`src/rtl/spi_flash_regbank.sv`:
```
// RAXI register bank for the SPI flash controller: command registers, TX/RX byte FIFOs,
// start/done handshake with the SPI engine and sticky status/error reporting.
module spi_flash_regbank #(
   parameter int FIFO_DEPTH = 8,
   parameter int FIFO_AW    = 3
) (
   input  logic        S_ACLK,
   input  logic        S_ARESETN,
   input  logic        raxi_wvalid,
   input  logic        raxi_rvalid,
   input  logic [31:0] raxi_address,
   input  logic [31:0] raxi_wdata,
   output logic [31:0] raxi_rdata,
   output logic        raxi_ready,
   output logic        cmd_start,
   output logic [7:0]  cmd_opcode,
   output logic [31:0] cmd_addr,
   output logic [1:0]  cmd_addr_len,
   output logic [3:0]  cmd_dummy,
   output logic        cmd_write,
   output logic [8:0]  cmd_len,
   input  logic        cmd_done,
   output logic [7:0]  tx_data,
   output logic        tx_valid,
   input  logic        tx_ready,
   input  logic [7:0]  rx_data,
   input  logic        rx_valid,
   output logic        irq
);

   typedef enum logic {ST_IDLE, ST_BUSY} state_t;

   localparam logic [2:0] A_CTRL = 3'd0;
   localparam logic [2:0] A_ADDR = 3'd1;
   localparam logic [2:0] A_LEN  = 3'd2;
   localparam logic [2:0] A_GO   = 3'd3;
   localparam logic [2:0] A_STAT = 3'd4;
   localparam logic [2:0] A_TXD  = 3'd5;
   localparam logic [2:0] A_RXD  = 3'd6;
   localparam logic [FIFO_AW:0] FULL_LVL = (FIFO_AW+1)'(FIFO_DEPTH);

   state_t state_q, state_d;
   logic       start_d, busy_err_set, done_set, go, busy;
   logic [2:0] sel;
   logic [15:0] ctrl_q;
   logic [31:0] addr_q;
   logic [8:0]  len_q, len_wr;
   logic ready_q, start_q, done_q, busy_err_q, tx_ovf_q, rx_ovf_q, rx_unf_q;
   logic wr_ctrl, wr_addr, wr_len, wr_stat;

   logic [7:0]         tx_mem [FIFO_DEPTH];
   logic [FIFO_AW-1:0] tx_wptr, tx_rptr;
   logic [FIFO_AW:0]   tx_level;
   logic               tx_full, tx_empty, tx_push, tx_push_ok, tx_pop;

   logic [7:0]         rx_mem [FIFO_DEPTH];
   logic [FIFO_AW-1:0] rx_wptr, rx_rptr;
   logic [FIFO_AW:0]   rx_level;
   logic               rx_full, rx_empty, rx_rd, rx_pop, rx_push_ok;

   logic [31:0] status;
   logic        unused_addr_bits;

   assign unused_addr_bits = ^{raxi_address[31:5], raxi_address[1:0]};
   assign sel  = raxi_address[4:2];
   assign busy = (state_q == ST_BUSY);

   // CTRL/ADDR/LEN are frozen while a command is in flight
   assign wr_ctrl = raxi_wvalid && (sel == A_CTRL) && !busy;
   assign wr_addr = raxi_wvalid && (sel == A_ADDR) && !busy;
   assign wr_len  = raxi_wvalid && (sel == A_LEN)  && !busy;
   assign wr_stat = raxi_wvalid && (sel == A_STAT);
   assign go      = raxi_wvalid && (sel == A_GO) && raxi_wdata[0];
   assign len_wr  = (raxi_wdata > 32'd256) ? 9'd256 : raxi_wdata[8:0];

   assign tx_full    = (tx_level == FULL_LVL);
   assign tx_empty   = (tx_level == '0);
   assign tx_push    = raxi_wvalid && (sel == A_TXD);
   assign tx_push_ok = tx_push && !tx_full;
   assign tx_pop     = !tx_empty && tx_ready;

   // fullness is judged before the same-cycle pop, so a full FIFO drops the engine byte
   assign rx_full    = (rx_level == FULL_LVL);
   assign rx_empty   = (rx_level == '0);
   assign rx_rd      = raxi_rvalid && (sel == A_RXD);
   assign rx_pop     = rx_rd && !rx_empty;
   assign rx_push_ok = rx_valid && !rx_full;

   always_comb begin
      state_d      = state_q;
      start_d      = 1'b0;
      busy_err_set = 1'b0;
      done_set     = 1'b0;
      unique case (state_q)
         ST_IDLE: begin
            if (go) begin
               state_d = ST_BUSY;
               start_d = 1'b1;
            end
         end
         ST_BUSY: begin
            if (go) busy_err_set = 1'b1;
            if (cmd_done) begin
               state_d  = ST_IDLE;
               done_set = 1'b1;
            end
         end
         default: state_d = ST_IDLE;
      endcase
   end

   always_ff @(posedge S_ACLK or negedge S_ARESETN) begin
      if (!S_ARESETN) begin
         state_q <= ST_IDLE;
         start_q <= 1'b0;
         ready_q <= 1'b0;
      end else begin
         state_q <= state_d;
         start_q <= start_d;
         ready_q <= 1'b1;
      end
   end

   always_ff @(posedge S_ACLK or negedge S_ARESETN) begin
      if (!S_ARESETN) begin
         ctrl_q <= '0;
         addr_q <= '0;
         len_q  <= '0;
      end else begin
         if (wr_ctrl) ctrl_q <= raxi_wdata[15:0];
         if (wr_addr) addr_q <= raxi_wdata;
         if (wr_len)  len_q  <= len_wr;
      end
   end

   // sticky bits: the set is applied after the W1C clear so a same-cycle set wins
   always_ff @(posedge S_ACLK or negedge S_ARESETN) begin
      if (!S_ARESETN) begin
         done_q     <= 1'b0;
         busy_err_q <= 1'b0;
         tx_ovf_q   <= 1'b0;
         rx_ovf_q   <= 1'b0;
         rx_unf_q   <= 1'b0;
      end else begin
         if ((wr_stat && raxi_wdata[9]) || start_d) done_q <= 1'b0;
         if (wr_stat && raxi_wdata[8]) busy_err_q <= 1'b0;
         if (wr_stat && raxi_wdata[7]) rx_unf_q   <= 1'b0;
         if (wr_stat && raxi_wdata[6]) rx_ovf_q   <= 1'b0;
         if (wr_stat && raxi_wdata[5]) tx_ovf_q   <= 1'b0;
         if (done_set)               done_q     <= 1'b1;
         if (busy_err_set)           busy_err_q <= 1'b1;
         if (rx_rd && rx_empty)      rx_unf_q   <= 1'b1;
         if (rx_valid && rx_full)    rx_ovf_q   <= 1'b1;
         if (tx_push && tx_full)     tx_ovf_q   <= 1'b1;
      end
   end

   always_ff @(posedge S_ACLK or negedge S_ARESETN) begin
      if (!S_ARESETN) begin
         tx_wptr  <= '0;
         tx_rptr  <= '0;
         tx_level <= '0;
         rx_wptr  <= '0;
         rx_rptr  <= '0;
         rx_level <= '0;
      end else begin
         if (tx_push_ok) tx_wptr <= tx_wptr + FIFO_AW'(1);
         if (tx_pop)     tx_rptr <= tx_rptr + FIFO_AW'(1);
         if (tx_push_ok && !tx_pop)      tx_level <= tx_level + (FIFO_AW+1)'(1);
         else if (!tx_push_ok && tx_pop) tx_level <= tx_level - (FIFO_AW+1)'(1);
         if (rx_push_ok) rx_wptr <= rx_wptr + FIFO_AW'(1);
         if (rx_pop)     rx_rptr <= rx_rptr + FIFO_AW'(1);
         if (rx_push_ok && !rx_pop)      rx_level <= rx_level + (FIFO_AW+1)'(1);
         else if (!rx_push_ok && rx_pop) rx_level <= rx_level - (FIFO_AW+1)'(1);
      end
   end

   always_ff @(posedge S_ACLK) begin
      if (tx_push_ok) tx_mem[tx_wptr] <= raxi_wdata[7:0];
      if (rx_push_ok) rx_mem[rx_wptr] <= rx_data;
   end

   function automatic logic [3:0] sat4(input logic [FIFO_AW:0] lvl);
      if (32'(lvl) > 32'd15) return 4'd15;
      return 4'(lvl);
   endfunction

   assign status = {12'd0, sat4(rx_level), sat4(tx_level), 2'b00, done_q, busy_err_q,
                    rx_unf_q, rx_ovf_q, tx_ovf_q, rx_full, rx_empty, tx_full, tx_empty, busy};

   always_comb begin
      raxi_rdata = '0;
      unique case (sel)
         A_CTRL:  raxi_rdata = {16'd0, ctrl_q};
         A_ADDR:  raxi_rdata = addr_q;
         A_LEN:   raxi_rdata = {23'd0, len_q};
         A_STAT:  raxi_rdata = status;
         A_RXD:   if (!rx_empty) raxi_rdata = {23'd0, 1'b1, rx_mem[rx_rptr]};
         default: raxi_rdata = '0;
      endcase
   end

   assign raxi_ready   = ready_q;
   assign cmd_start    = start_q;
   assign cmd_opcode   = ctrl_q[7:0];
   assign cmd_addr_len = ctrl_q[9:8];
   assign cmd_dummy    = ctrl_q[13:10];
   assign cmd_write    = ctrl_q[14];
   assign cmd_addr     = addr_q;
   assign cmd_len      = len_q;
   assign tx_valid     = !tx_empty;
   assign tx_data      = tx_mem[tx_rptr];
   assign irq          = done_q & ctrl_q[15];

endmodule

```
`config.mk`:
```
export PLATFORM = sky130hd
export DESIGN_NAME = spi_flash_regbank
export DESIGN_NICKNAME = d
export VERILOG_FILES = /design/src/rtl/spi_flash_regbank.sv
export SDC_FILE = /design/constraint.sdc
export NUM_CORES = 1
export LEC_CHECK = 0
export CORE_ASPECT_RATIO = 0.8
export CORE_MARGIN = 3
export CORE_UTILIZATION = 40
export CTS_CLUSTER_DIAMETER = 30
export DETAILED_ROUTE_END_ITERATION = 7
export PLACE_DENSITY_LB_ADDON = 0.12
export SLEW_MARGIN = 20
export SYNTH_ARGS = -nofsm -noshare
export SYNTH_HDL_FRONTEND = slang
export SYNTH_SLANG_ARGS = --single-unit
```
`constraint.sdc`:
```
create_clock -name S_ACLK -period 2.73 [get_ports S_ACLK]
set_input_delay 0.4095 -clock S_ACLK [delete_from_list [all_inputs] [get_ports S_ACLK]]
set_output_delay 0.4095 -clock S_ACLK [all_outputs]
set_load 0.05 [all_outputs]
```
After elaboration in Yosys (flattened, before gate mapping)
Memories as Yosys holds them, arrays and structs flattened.
Cells that the tools add are included.
Word-level totals
  register bits: 85
  RAM bits: 128
  bits of input ports: 79
  output and inout port bits: 100
  logic and storage cells: 113
  memories kept: 2
Cells by class
  $add $sub $neg: 8
  magnitude comparators: 1
  equal/unequal tests: 8
  muxes and demuxes: 28
  bitwise operators: 2
  reduce and logical (&&, ||, !) cells: 47
Memories
  rx_mem: words 8, bits a word 8, rd ports 1, clocked after memory_dff 0, write ports 1, RTL line 56  | logic [7:0] rx_mem [FIFO_DEPTH];
  tx_mem: words 8, bits a word 8, rd ports 1, clocked after memory_dff 0, write ports 1, RTL line 51  | logic [7:0] tx_mem [FIFO_DEPTH];
Operator list (number)
  $pmux W32 S5: 1
  $gt A32 B9 Y1 const B: 1
  $logic_and A1 B1 Y1: 27
  $mux W1: 20
  $mux W9: 2
  $mux W4: 4
  $reduce_bool A2 Y1: 7
  $add A3 B1 Y3 const B: 4
  $eq A3 B3 Y1 const B: 3
  $logic_not A1 Y1: 9
  $add A4 B1 Y4 const B: 2
  $eq A4 B4 Y1 const B: 2
  $logic_not A4 Y1: 2
  $sub A4 B1 Y4 const B: 2
  $eq A3 B2 Y1 const B: 2
  $eq A3 B1 Y1 const B: 1
  $logic_not A3 Y1: 1
  $pmux W1 S2: 1
  $and A1 B1 Y1: 1
  $logic_or A1 B1 Y1: 1
  $not A1 Y1: 1

Depth between registers and ports, before layout
  depth after elaboration: 8
  depth in mapped cells: 11
  gate-level depth less buffers: 10

Least setup slack after synthesis
No wires, ideal clock.
  path type: reg2reg
  from: register rx_level[1]
  to: register rx_level[3]
  library setup time: 0.136 ns
  arrival: 2.699 ns
  required time: 2.594 ns
  setup slack: -0.106 ns
  stages on the path, launching flop included: 10
  buffers on the path: 1
  clock period less this slack: 2.836 ns
  cell sequence: dfrtp_1 -> or4b_2 -> and2_1 -> buf_2 -> ha_1 -> inv_1 -> ha_1 -> a21o_2 -> a2111oi_0 -> o31ai_1
On the way
  cells in the longest elaborated chain, start to end: 6
  elaborated cells on any way between the ends: 15
Ends and longest elaborated chain
  start: declaration: RTL line 58  | logic [FIFO_AW:0] rx_level;
  start signal: assignment: RTL line 173  | if (rx_push_ok && !rx_pop) rx_level <= rx_level + (FIFO_AW+1)'(1);
  start signal: assignment: RTL line 174  | else if (!rx_push_ok && rx_pop) rx_level <= rx_level - (FIFO_AW+1)'(1);
  $eq A4 B4 Y1 (*): RTL line 83  | assign rx_full = (rx_level == FULL_LVL);
  $logic_not A1 Y1 (*): RTL line 87  | assign rx_push_ok = rx_valid && !rx_full;
  $logic_and A1 B1 Y1 (*): RTL line 87
  via rx_push_ok: RTL line 59  | logic rx_full, rx_empty, rx_rd, rx_pop, rx_push_ok;
  $logic_not A1 Y1: RTL line 174
  $logic_and A1 B1 Y1: RTL line 174
  $reduce_bool A2 Y1 (no line)
Mark *: on every way through the listed nets, which the timed path passes. The rest lies on a longest branch. The select of a mux whose other input is x is not followed.
A chain may end at the register's enable or synchronous reset.

Worst setup path in the final report
  from: register rx_rptr[0]
  to: output port raxi_rdata[6]
On the way
  cells in the longest elaborated chain, start to end: 3
Ends and longest elaborated chain
  start: declaration: RTL line 57  | logic [FIFO_AW-1:0] rx_wptr, rx_rptr;
  start signal: assignment: RTL line 172  | if (rx_pop) rx_rptr <= rx_rptr + FIFO_AW'(1);
  $mem_v2 Z8 W8
  $mux W9: RTL line 198  | A_RXD: if (!rx_empty) raxi_rdata = {23'd0, 1'b1, rx_mem[rx_rptr]};
  $pmux W32 S5: RTL line 193  | unique case (sel)
  end: declaration: RTL line 13  | output logic [31:0] raxi_rdata,
No other way between the ends.

==> impl_metrics.json <==
{
  "drt_first_pass_iters": 4,
  "synth_area_um2": 9300,
  "min_period_ps": 2820,
  "slew_violations": 0,
  "dp_slack_ps": -118,
  "whs_ps": 391,
  "layout_common_cells": "edfxtp_1 (128), clkdlybuf4s50_1 (108), dfrtp_1 (81)",
  "wl_per_cell_um": 20.6,
  "final_common_cell": "edfxtp_1",
  "min_period_over_period": 1.03,
  "startpoint_type": "flip-flop",
  "die_h_um": 142,
  "cellLeakagePower_nw": 5.14,
  "use_met1": 0.259,
  "grt_max_degree": 40,
  "grt_overflow": 0,
  "antenna_found_initial": 0,
  "status": "finished, violations left",
  "cts_buffers": 45,
  "powerDensity_nw_per_um2": 1080,
  "drive_gt1_frac": 0.361,
  "hold_viol": 0,
  "clock_power_share": 0.373,
  "synthArstFlopShare": 0.399,
  "diodes": 0,
  "critPathMaxFanout": 5,
  "wirelength_mm": 23.9,
  "power_frac_comb": 0.319,
  "violations": "negative setup slack",
  "grt_use_met3": 0.0717,
  "final_antenna_net_count": 0,
  "ir_worst_vdd_uv": 529,
  "core_um2": 22700,
  "path_class": "flip-flop to output pin",
  "root_buffer": "clkbuf_16",
  "die_w_um": 177,
  "cap_violations": 0,
  "rr_worst_depth": 9,
  "grtUsageMet2": 0.299,
  "clock_sinks": 213,
  "gp_congestion": 0.792,
  "hold_path.class": "primary input to asynchronous set/reset pin",
  "path_clk_slew_ps": 50,
  "ys_top_cells_by_area": "edfxtp_1 (41%), dfrtp_1 (23%), mux2_2 (8.0%), mux4_2 (7.7%), mux2i_1 (1.9%)",
  "drc": 0,
  "crit_start": "rx_rptr[0]",
  "finalSetupViolations": 8,
  "rsz0062_at_grt": "yes",
  "max_stage_delay_ps": 510,
  "synth.avg_cell_area_um2": 15.3,
  "critPathCaptureType": "output pin",
  "cp-endpoint": "raxi_rdata[6]",
  "placementRows": 49,
  "num_vias": 6010,
  "synth_edf_count": 128,
  "relSlewSlack": 0.612,
  "grt_pass1_wl_mm": 37.5,
  "p_switching_mw": 4.92,
  "detailed_place_hpwl_mm": 16.7,
  "dieArea_um2": 25100,
  "fmax_mhz": 355,
  "grt_most_used_layer": "met2",
  "track_usage": 0.194,
  "synthCells": 607,
  "ys_seq_area_frac": 0.642,
  "clockBufferDepth": 3,
  "setup_ws_ps": -88.3,
  "skew_ps": 20.4,
  "htree_levels": 2,
  "clk_latency_ps": 530,
  "p_int_mw": 9.56,
  "crit_chain": "buf_12, mux4_2, mux2_4, a221o_2, buf_6",
  "start_util": 0.410,
  "syn_to_final_growth_pct": 43.5,
  "swShare": 0.340,
  "rrSetupSlack_ps": 120,
  "synth_top_cell_by_area": "edfxtp_1",
  "yosysUniqueCellTypes": 55,
  "vias_per_cell": 5.16,
  "p_seq_frac": 0.309,
  "r2r-start": "rx_level[2]",
  "slowest_stage": "mux4_2",
  "crit_required_ps": 2320,
  "grt_pass1_vias": 6524,
  "worst_pin_slew_ps": 580,
  "fin_nets": 913,
  "synth_seq_cells": 213,
  "yosys_most_used_dff": "edfxtp_1",
  "drt_iter0_drc": 222,
  "arrival_ps": 2410,
  "io_pins": 179,
  "rr_endpoint": "rx_level[3]",
  "synth_warnings": 0,
  "cts_tree": "done",
  "syn-num-nets": 698,
  "port_buffers": 149,
  "synth_top_area_frac": 0.413
}
-- state kept, by name, indices dropped and copies added, names as in the netlist, 3 cells and up --
register and cells:
rx_level 4, tx_mem 64, tx_rptr 3, tx_wptr 3, cmd_addr 32, rx_mem 64
rx_rptr 3, rx_wptr 3, cmd_len 9, ctrl_q 16, tx_level 4
-- worst min path at each step --
stage / startpoint / to / depth (start not counted)
after floorplan: S_ARESETN / busy / 0
after global placement: S_ARESETN / cmd_addr[16] / 1
after detailed placement: S_ARESETN / cmd_addr[19] / 1
after CTS: S_ARESETN / ctrl_q[6] / 2
after global routing: S_ARESETN / cmd_addr[19] / 2
final: S_ARESETN / cmd_addr[19] / 2
-- worst max-delay path: cells and delay by family, from the launching register on --
kind	cells	cell delay [ps]
muxes	2	820
DFF	1	400
AOI/OAI and AO/OA	1	370
buffers and inverters	2	290
-- kinds of logic after synthesis --
| logic type | share of synthesized area |
|---|---|
| flip-flops | 0.642 |
| AND/OR/NAND/NOR | 0.0775 |
| multiplexers | 0.178 |
| AO/OA/AOI/OAI | 0.0449 |
| buffers and inverters | 0.0281 |
| adder cells (fa/ha/maj) | 0.0178 |
| XOR/XNOR | 0.0113 |
| other | 0.000403 |
-- Yosys cell counts, types with 4 or more instances --
| cell | number |
|---|---|
| dfrtp_1 | 85 |
| nand3_1 | 6 |
| clkbuf_1 | 14 |
| nand3b_1 | 4 |
| nor4_1 | 6 |
| mux2i_1 | 18 |
| buf_4 | 15 |
| o22ai_1 | 4 |
| mux4_2 | 32 |
| o21a_1 | 4 |
| edfxtp_1 | 128 |
| a221o_1 | 4 |
| buf_2 | 11 |
| nand2b_1 | 7 |
| and2_1 | 5 |
| nand2_1 | 44 |
| o21ai_0 | 15 |
| ha_1 | 10 |
| a22oi_1 | 4 |
| xnor2_1 | 10 |
| and3_1 | 13 |
| a21oi_1 | 10 |
| nor2_1 | 31 |
| nor3_1 | 13 |
| mux2_2 | 66 |
| inv_1 | 5 |
-- repair_timing --
item	in CTS	in global routing
pin swaps	6	2
endpoints found under the setup margin	18	17
endpoints found under the hold margin	36	0
hold buffers	1	0
buffers inserted	3	4
cloned	0	1
resized for setup	17	11
-- through the flow --
stage / setup TNS [ps] / instance area [um^2] / total power, mW / utilization / instances
6_report: -493 / 13400 / 14.5 / 0.589 / 1164
5_1_grt: -1030 / 13400 / 15.1 / 0.589 / 1164
4_1_cts: -676 / 13300 / 14.5 / 0.584 / 1159
3_5_place_dp: -176 / 11600 / 8.92 / 0.513 / 1073
3_3_place_gp: -4.54 / 11600 / 8.82 / 0.513 / 1073
2_1_floorplan: -7.59 / 9320 / 7.37 / - / 607
-- power by group through the flow --
stage	combinational, mW	sequential [mW]	clock, mW
finish	4.61	4.47	5.39
floorplan	2.67	4.70	0
global route	4.92	4.54	5.66
global placement	4.35	4.47	0
detailed placement	4.42	4.50	0
CTS	4.56	4.46	5.49
-- area by class of cell --
cell class / count / area (um^2)
fill: 1793 / 9330
inverter: 5 / 18.8
clock inverter: 34 / 359
timing repair buffer: 212 / 2290
tap: 306 / 383
sequential: 213 / 5980
multi-input combinational: 345 / 3140
clock buffer: 49 / 1180
-- per-layer routing --
metal  vias up  wire [um]
li1       2756          -
met1      3014      10200
met2       193      11200
met3        47       2070
met4         0        465
met5         -          0
Note: power is estimated with default switching activity, not from simulation.
